==> src/rtl/dsp_accum_pkg.sv <==
// Shared types and default geometry for the product-sum accumulator
// and its saturating adder.
package dsp_accum_pkg;

    localparam int IN_WIDTH  = 28;
    localparam int ACC_WIDTH = 34;
    localparam int CNT_WIDTH = 6;

    localparam logic [ACC_WIDTH-1:0] ACC_MAX = '1;

    typedef enum logic {
        IDLE  = 1'b0,
        ACCUM = 1'b1
    } state_t;

endpackage

==> src/rtl/sat_add_unsigned.sv <==
// Combinational unsigned add of a narrow operand into a wide one,
// clamped to all-ones on carry-out.
module sat_add_unsigned #(
    parameter int A_WIDTH = dsp_accum_pkg::ACC_WIDTH,
    parameter int B_WIDTH = dsp_accum_pkg::IN_WIDTH
) (
    input  logic [A_WIDTH-1:0] a,
    input  logic [B_WIDTH-1:0] b,
    output logic [A_WIDTH-1:0] sum,
    output logic               overflow
);

    logic [A_WIDTH:0] wide_sum;

    // One extra bit is enough: the sum of two values below 2^A_WIDTH fits in A_WIDTH+1 bits.
    always_comb begin
        wide_sum = {1'b0, a} + {{(A_WIDTH + 1 - B_WIDTH){1'b0}}, b};
        overflow = wide_sum[A_WIDTH];
        sum      = overflow ? {A_WIDTH{1'b1}} : wide_sum[A_WIDTH-1:0];
    end

endmodule

==> src/rtl/product_sum_accumulator.sv <==
// Block accumulator: sums len consecutive samples into a saturating total and
// presents each completed total on a valid/ready output register.
module product_sum_accumulator #(
    parameter int IN_WIDTH  = dsp_accum_pkg::IN_WIDTH,
    parameter int ACC_WIDTH = dsp_accum_pkg::ACC_WIDTH,
    parameter int CNT_WIDTH = dsp_accum_pkg::CNT_WIDTH
) (
    input  logic                 clk,
    input  logic                 reset,
    input  logic [CNT_WIDTH-1:0] len,
    input  logic [IN_WIDTH-1:0]  in_data,
    input  logic                 in_valid,
    output logic                 in_ready,
    output logic [ACC_WIDTH-1:0] out_data,
    output logic                 out_sat,
    output logic                 out_valid,
    input  logic                 out_ready,
    output logic                 busy
);

    import dsp_accum_pkg::*;

    state_t               state_reg, state_next;
    logic [CNT_WIDTH-1:0] cnt_reg, cnt_next;
    logic [CNT_WIDTH-1:0] len_reg, len_next;
    logic [CNT_WIDTH-1:0] len_eff, cnt_inc;
    logic [ACC_WIDTH-1:0] acc_reg, acc_next;
    logic [ACC_WIDTH-1:0] out_data_reg, out_data_next;
    logic [ACC_WIDTH-1:0] sum;
    logic                 sat_reg, sat_next;
    logic                 out_sat_reg, out_sat_next;
    logic                 out_valid_reg, out_valid_next;
    logic                 overflow;
    logic                 final_sample;
    logic                 accept;
    logic                 complete;

    sat_add_unsigned #(
        .A_WIDTH(ACC_WIDTH),
        .B_WIDTH(IN_WIDTH)
    ) u_sat_add (
        .a        (acc_reg),
        .b        (in_data),
        .sum      (sum),
        .overflow (overflow)
    );

    // In IDLE the block length comes straight from len; inside a block it is the latched copy.
    always_comb begin
        len_eff      = (len == '0) ? CNT_WIDTH'(1) : len;
        cnt_inc      = cnt_reg + CNT_WIDTH'(1);
        final_sample = (state_reg == IDLE) ? (len_eff == CNT_WIDTH'(1))
                                           : (cnt_inc == len_reg);
    end

    // Only a block-closing sample can be stalled, and only while the result slot is stuck.
    assign in_ready = !(final_sample && out_valid_reg && !out_ready);
    assign accept   = in_valid && in_ready;
    assign complete = accept && final_sample;

    always_comb begin
        state_next = state_reg;
        cnt_next   = cnt_reg;
        len_next   = len_reg;
        acc_next   = acc_reg;
        sat_next   = sat_reg;
        if (accept) begin
            if (state_reg == IDLE) begin
                len_next   = len_eff;
                acc_next   = ACC_WIDTH'(in_data);
                sat_next   = 1'b0;
                cnt_next   = CNT_WIDTH'(1);
                state_next = final_sample ? IDLE : ACCUM;
            end else begin
                acc_next = sum;
                sat_next = sat_reg | overflow;
                cnt_next = cnt_inc;
                if (final_sample) begin
                    state_next = IDLE;
                end
            end
        end
    end

    // A completion overrides a drain in the same cycle, so the slot never bubbles.
    always_comb begin
        out_data_next  = out_data_reg;
        out_sat_next   = out_sat_reg;
        out_valid_next = out_valid_reg;
        if (complete) begin
            out_data_next  = acc_next;
            out_sat_next   = sat_next;
            out_valid_next = 1'b1;
        end else if (out_valid_reg && out_ready) begin
            out_valid_next = 1'b0;
        end
    end

    always_ff @(posedge clk) begin
        if (!reset) begin
            state_reg     <= IDLE;
            cnt_reg       <= '0;
            len_reg       <= '0;
            acc_reg       <= '0;
            sat_reg       <= 1'b0;
            out_data_reg  <= '0;
            out_sat_reg   <= 1'b0;
            out_valid_reg <= 1'b0;
        end else begin
            state_reg     <= state_next;
            cnt_reg       <= cnt_next;
            len_reg       <= len_next;
            acc_reg       <= acc_next;
            sat_reg       <= sat_next;
            out_data_reg  <= out_data_next;
            out_sat_reg   <= out_sat_next;
            out_valid_reg <= out_valid_next;
        end
    end

    assign out_data  = out_data_reg;
    assign out_sat   = out_sat_reg;
    assign out_valid = out_valid_reg;
    assign busy      = (state_reg == ACCUM);

endmodule

==> config.mk <==
export PLATFORM = sky130hd
export DESIGN_NAME = product_sum_accumulator
export DESIGN_NICKNAME = d
export VERILOG_FILES = /design/src/rtl/dsp_accum_pkg.sv /design/src/rtl/sat_add_unsigned.sv /design/src/rtl/product_sum_accumulator.sv
export SDC_FILE = /design/constraint.sdc
export NUM_CORES = 1
export LEC_CHECK = 0
export BUFFER_PORTS_ARGS = -buffer_cell sky130_fd_sc_hd__buf_2
export CORE_MARGIN = 2
export CORE_UTILIZATION = 53
export DETAILED_ROUTE_END_ITERATION = 8
export PLACE_DENSITY = 0.77
export SYNTH_ARGS = -nofsm -noshare
export SYNTH_HDL_FRONTEND = slang
export SYNTH_HIERARCHICAL = 1
export SYNTH_SLANG_ARGS = --single-unit
==> constraint.sdc <==
create_clock -name clk -period 2.6 [get_ports clk]
set_clock_uncertainty 0.1 [all_clocks]
set_input_delay 0.26 -clock clk [delete_from_list [all_inputs] [get_ports clk]]
set_output_delay 0.26 -clock clk [all_outputs]
set_load 0.005 [all_outputs]
Yosys cells after proc, flatten, opt, wreduce, memory -nomap -nowiden
Cells that the tools add are included.
- add/sub/neg operators: 2
- eq/ne operators: 2
- mux-type cells: 11
- bitwise operators: 2
- reductions and logical operators: 10
- operators with widths (cell ; number):
    $mux 34 ; 3
    $add 34x28->35 ; 1
    $mux 6 ; 2
    $add 6x1->6 const B ; 1
    $eq 6x1->1 const B ; 1
    $eq 6x6->1 ; 1
    $logic_not 6->1 ; 1
    $mux 1 ; 6
    $logic_and 1x1->1 ; 5
    $logic_not 1->1 ; 2
    $reduce_and 2->1 ; 1
    $reduce_bool 2->1 ; 1
    $not 1->1 ; 1
    $or 1x1->1 ; 1
- register bits: 84
- input port bits: 38
- output and inout port bits: 38
- logic and storage cells: 35

Depth between registers and ports, before layout
- word-level depth: 10
- depth in mapped cells: 14
- depth with buffers taken out: 13

Modules after synthesis
Netlist, hierarchy kept.
- modules (own cells, without submodules) (module ; instances ; cells each ; area each (um2) ; sequential area each (um2)):
    product_sum_accumulator ; 1 ; 384 ; 3637.2 ; 1681.6
    sat_add_unsigned ; 1 ; 337 ; 2175.8 ; 0.0

Worst setup path before layout
Ideal clock, no wire load.
- path type: flip-flop to flip-flop
- from: reg acc_reg[0]
- to: reg out_data_reg[26], in the netlist out_data[26]
- setup time: 116 ps
- data arrival time: 2498 ps
- data required time: 2384 ps
- setup slack: -115 ps
- stages on the path, launching flop included: 14
- clock period less this slack: 2715 ps
- path through: dfxtp_1 > ha_1 > inv_1 > fa_1 > nor2b_4 > o31a_1 > o21ai_2 > a211oi_1 > o21ai_0 > nand2_1 > mux2_2 > mux2i_1 > nand3_1 > o211a_1
- longest elaborated chain between the ends: 4
- ends and longest elaborated chain (item ; RTL line ; text):
    start: declaration ; product_sum_accumulator.sv:27 ; logic [ACC_WIDTH-1:0] acc_reg, acc_next;
    start signal: assignment ; product_sum_accumulator.sv:113 ; acc_reg <= acc_next;
    $add 34x28->35 ; sat_add_unsigned.sv:17 ; wide_sum = {1'b0, a} + {{(A_WIDTH + 1 - B_WIDTH){1'b0}}, b};
    $mux 34 ; sat_add_unsigned.sv:19 ; sum = overflow ? {A_WIDTH{1'b1}} : wide_sum[A_WIDTH-1:0];
    named net sum[26] ; product_sum_accumulator.sv:29 ; logic [ACC_WIDTH-1:0] sum;
    $mux 34 ; product_sum_accumulator.sv:68 ; if (state_reg == IDLE) begin
    $mux 34 ; product_sum_accumulator.sv:67 ; if (accept) begin
    end signal: assignment ; product_sum_accumulator.sv:115 ; out_data_reg <= out_data_next;
    end: declaration ; product_sum_accumulator.sv:28 ; logic [ACC_WIDTH-1:0] out_data_reg, out_data_next;
The timed path passes the listed nets, and every way through them passes these cells.
A chain may end at the register's enable or synchronous reset.

Worst setup path after layout
Ends and elaborated chain as after synthesis.

==> impl_results.md <==
- VDD IR max: 0.398 mV
- Startpoint Class: flip-flop
- CTS H-Tree Depth: 3
- CP Data Required Time: 2790 ps
- Clk Latency, worst-skew pair: 390 ps
- CTS tree: done
- Global route overflow: 0
- DRC: 0
- Io pins: 76
- Initial antenna violation count: 0
- Die height: 109 um
- Fin. max-slew vios: 0
- Routability cong.: 0.938
- Yosys cell types: 77
- Max transition margin: a little under three fifths
- Number of global-route vias before repair: 6148
- Worst hold margin: 16.0 ps
- Met1 GRT Util: between 30% and 40%
- Drt wl/cell: 18.1 um
- Final min period: 2930 ps
- Endpoint class of the critical path: flip-flop
- ANT nets after route: 0
- Seq/Total Area, Yosys: between 20% and 30%
- CP max stage delay: 370 ps
- Failing checks: negative setup slack
- Post-synth ARST share: 0%
- Synth Register Bits: between 80 and 90
- Die area: 0.0118 mm2
- Syn_nets: approximately 790
- R2R cell count: 13
- Met2 GRT Util: 55.8%
- Top_reg_cell synth: dfxtp_1
- Max cap viols: 0
- Syn_area_per_cell: a little over 8 um2
- First drt pass iteration count: 7
- Cell Pwr Density: between 600 and 700 mW/mm2
- RR Endpoint: out_data[26]
- Most Used Layer, Global Route: met2
- CP startpoint: acc_reg[0]
- Crit path cell chain: ha_4, inv_2, fa_2, nor2b_4, o31a_1, o21ai_2, a211oi_4, o21ai_1, nand2_1, mux2_4, mux2i_4, nand3_2, o211a_1
- Hold Crit Class: in2reg
- Outcome: complete, but fails checks
- Synth area leaders: dfxtp_1 29%, ha_1 6.2%, mux2i_1 5.9%
- DR iter-0 viols: 534
- IO Port Bufs: 75
- YS warnings: 6
- Fraction of layout cells with a size suffix above 1: approximately two fifths
- Chip width: ~110 um
- Mapped Cells: 721
- Num CTS Buffers: 9
- Clock Tree Buf Depth: 2
- Root Driver: clkbuf_8
- Worst-path fanout max: 3
- Worst setup path endpoint: out_data[26]
- Clk sinks: 84
- First-pass GRT wire length: just under 30 mm
- Final Hold Fails: 0
- Cell Area, Synth: 0.00581 mm2
- Via count: roughly 6300
- Total track usage: a little under a third
- Post-synth EDFFs: 0
- Fin crit share: 113%
- Most common library cells after synthesis: 84 x dfxtp_1, 84 x nand2_1, 58 x a21oi_1
- Worst r2r src: acc_reg[0]
- Final core occ: between 70% and 80%
- Inserted Diodes: 0
- Final setup violating endpoints: 70
- Layout area overhead: 36.0%
- Placement Rows: 38
- Slew @ Worst Pin: roughly 670 ps
- Initial core utilization: between 50% and 60%
- Largest net degree at the start of global routing: just over 40
- Fin worst setup slack: -327 ps
- Core region area: approximately 0.011 mm2
- Leakage: 3.79 nW
- Crit-path slowest cell: dfxtp_2
- Net count, final: 955
- Fmax: roughly 340 MHz
- RSZ-0062 raised after global routing: yes
- Met3 GRT Util: 5.68%
- DP HPWL: 12.6 mm
- Arrival time worst endpoint: 3110 ps
- Vias per cell: 6.12
- R2R setup slack: -330 ps
- Crit Path Category: reg2reg
- Post-synth top area share: 28.9%
- Clock-pin slew on the worst setup and hold paths: 90 ps
- Largest area contributor in the netlist: dfxtp_1
- Post-Route WL: 18.7 mm
routing by layer:
metal  wire length [um]  part of all wire (%)  up-vias
met2               9430                    51      222
li1                   -                     -     2969
met3                963                   5.2       29
met4                354                   1.9        0
met5                  0                     0        -
met1               7920                    42     3092
through the flow:
| stage | area [um2] | setup WS [ps] | total power [mW] | setup TNS (ps) | cells |
|---|---|---|---|---|---|
| 6_report | 7910 | -327 | 4.78 | -12540 | 1032 |
| 5_1_grt | 7910 | -452 | 5.04 | -20430 | 1032 |
| 3_5_place_dp | 6970 | -454 | 3.36 | -22150 | 995 |
| 2_1_floorplan | 5820 | -56.7 | 2.65 | -123 | 721 |
| 3_3_place_gp | 6970 | -333 | 3.30 | -16110 | 995 |
| 4_1_cts | 7600 | -261 | 4.60 | -11070 | 1021 |
how the worst min path moves through the flow:
stage                      start      endpoint  depth (start not counted)
finish                    len[3]    len_reg[3]                          3
global route              len[3]    len_reg[3]                          3
CTS                       len[5]    len_reg[5]                          3
detailed placement  out_data[31]  out_data[31]                          2
global placement         out_sat       out_sat                          2
floorplan                 len[1]    len_reg[1]                          2
layout make-up:
class	instances	area, um2
well taps	140	175
fillers	818	2890
clock buffers	11	131
inverters	14	55.1
clock inverters	5	85.1
flip-flops and latches	84	1690
repair buffers	204	1420
multi-input cells	574	4350
worst max-delay path: cells and delay by family (launching register included):
kind | cells | cell delay (ps)
AO/OA/AOI/OAI | 5 | 970
adder cells (fa/ha/maj) | 2 | 500
buffers and inverters | 1 | 40
flip-flops | 1 | 370
multiplexers | 2 | 480
AND/OR/NAND/NOR | 3 | 350
cells in the final DEF (no fill, tap or decap), drive strengths merged, types with 3 or more instances in the layout:
master and instances:
a211oi 20, a21o 13, a21oi 58, a31oi 6
and2 8, and3 3, and4 4, buf 204
clkbuf 11, dfxtp 84, ha 29, inv 14
mux2 6, mux2i 34, nand2 86, nand2b 8
nand3 46, nand4 12, nor2 50, nor2b 4
nor3 15, o211a 29, o211ai 6, o21a 9
o21ai 52, o21bai 4, o22ai 7, o31ai 7
or3 3, xnor2 13, xor2 12
timing repair:
| action | CTS | global route |
|---|---|---|
| endpoints found under the hold margin | 0 | 0 |
| endpoints found under the setup margin | 71 | 71 |
| resized for setup | 79 | 53 |
| hold buffers | 0 | 0 |
| pin swaps | 56 | 49 |
| gates cloned | 2 | 1 |
| buffers inserted | 8 | 10 |
kinds of logic (layout without fill, tap and decap cells):
family	count (synthesis)	after routing	share of synthesized area, %
compound gates	228	228	27.0
xor+xnor	25	25	3.77
fa+ha+maj	30	30	6.59
buf+inv	66	234	5.62
flops	84	84	28.9
mux	40	40	7.02
simple gates	248	251	21.1
power breakdown:
group | switching (mW) | total (mW) | internal (mW)
registers | 0.0870 | 1.49 | 1.40
logic | 1.17 | 2.22 | 1.05
clock network | 0.527 | 1.07 | 0.547
No activity file was read; power rests on OpenSTA's default activity.
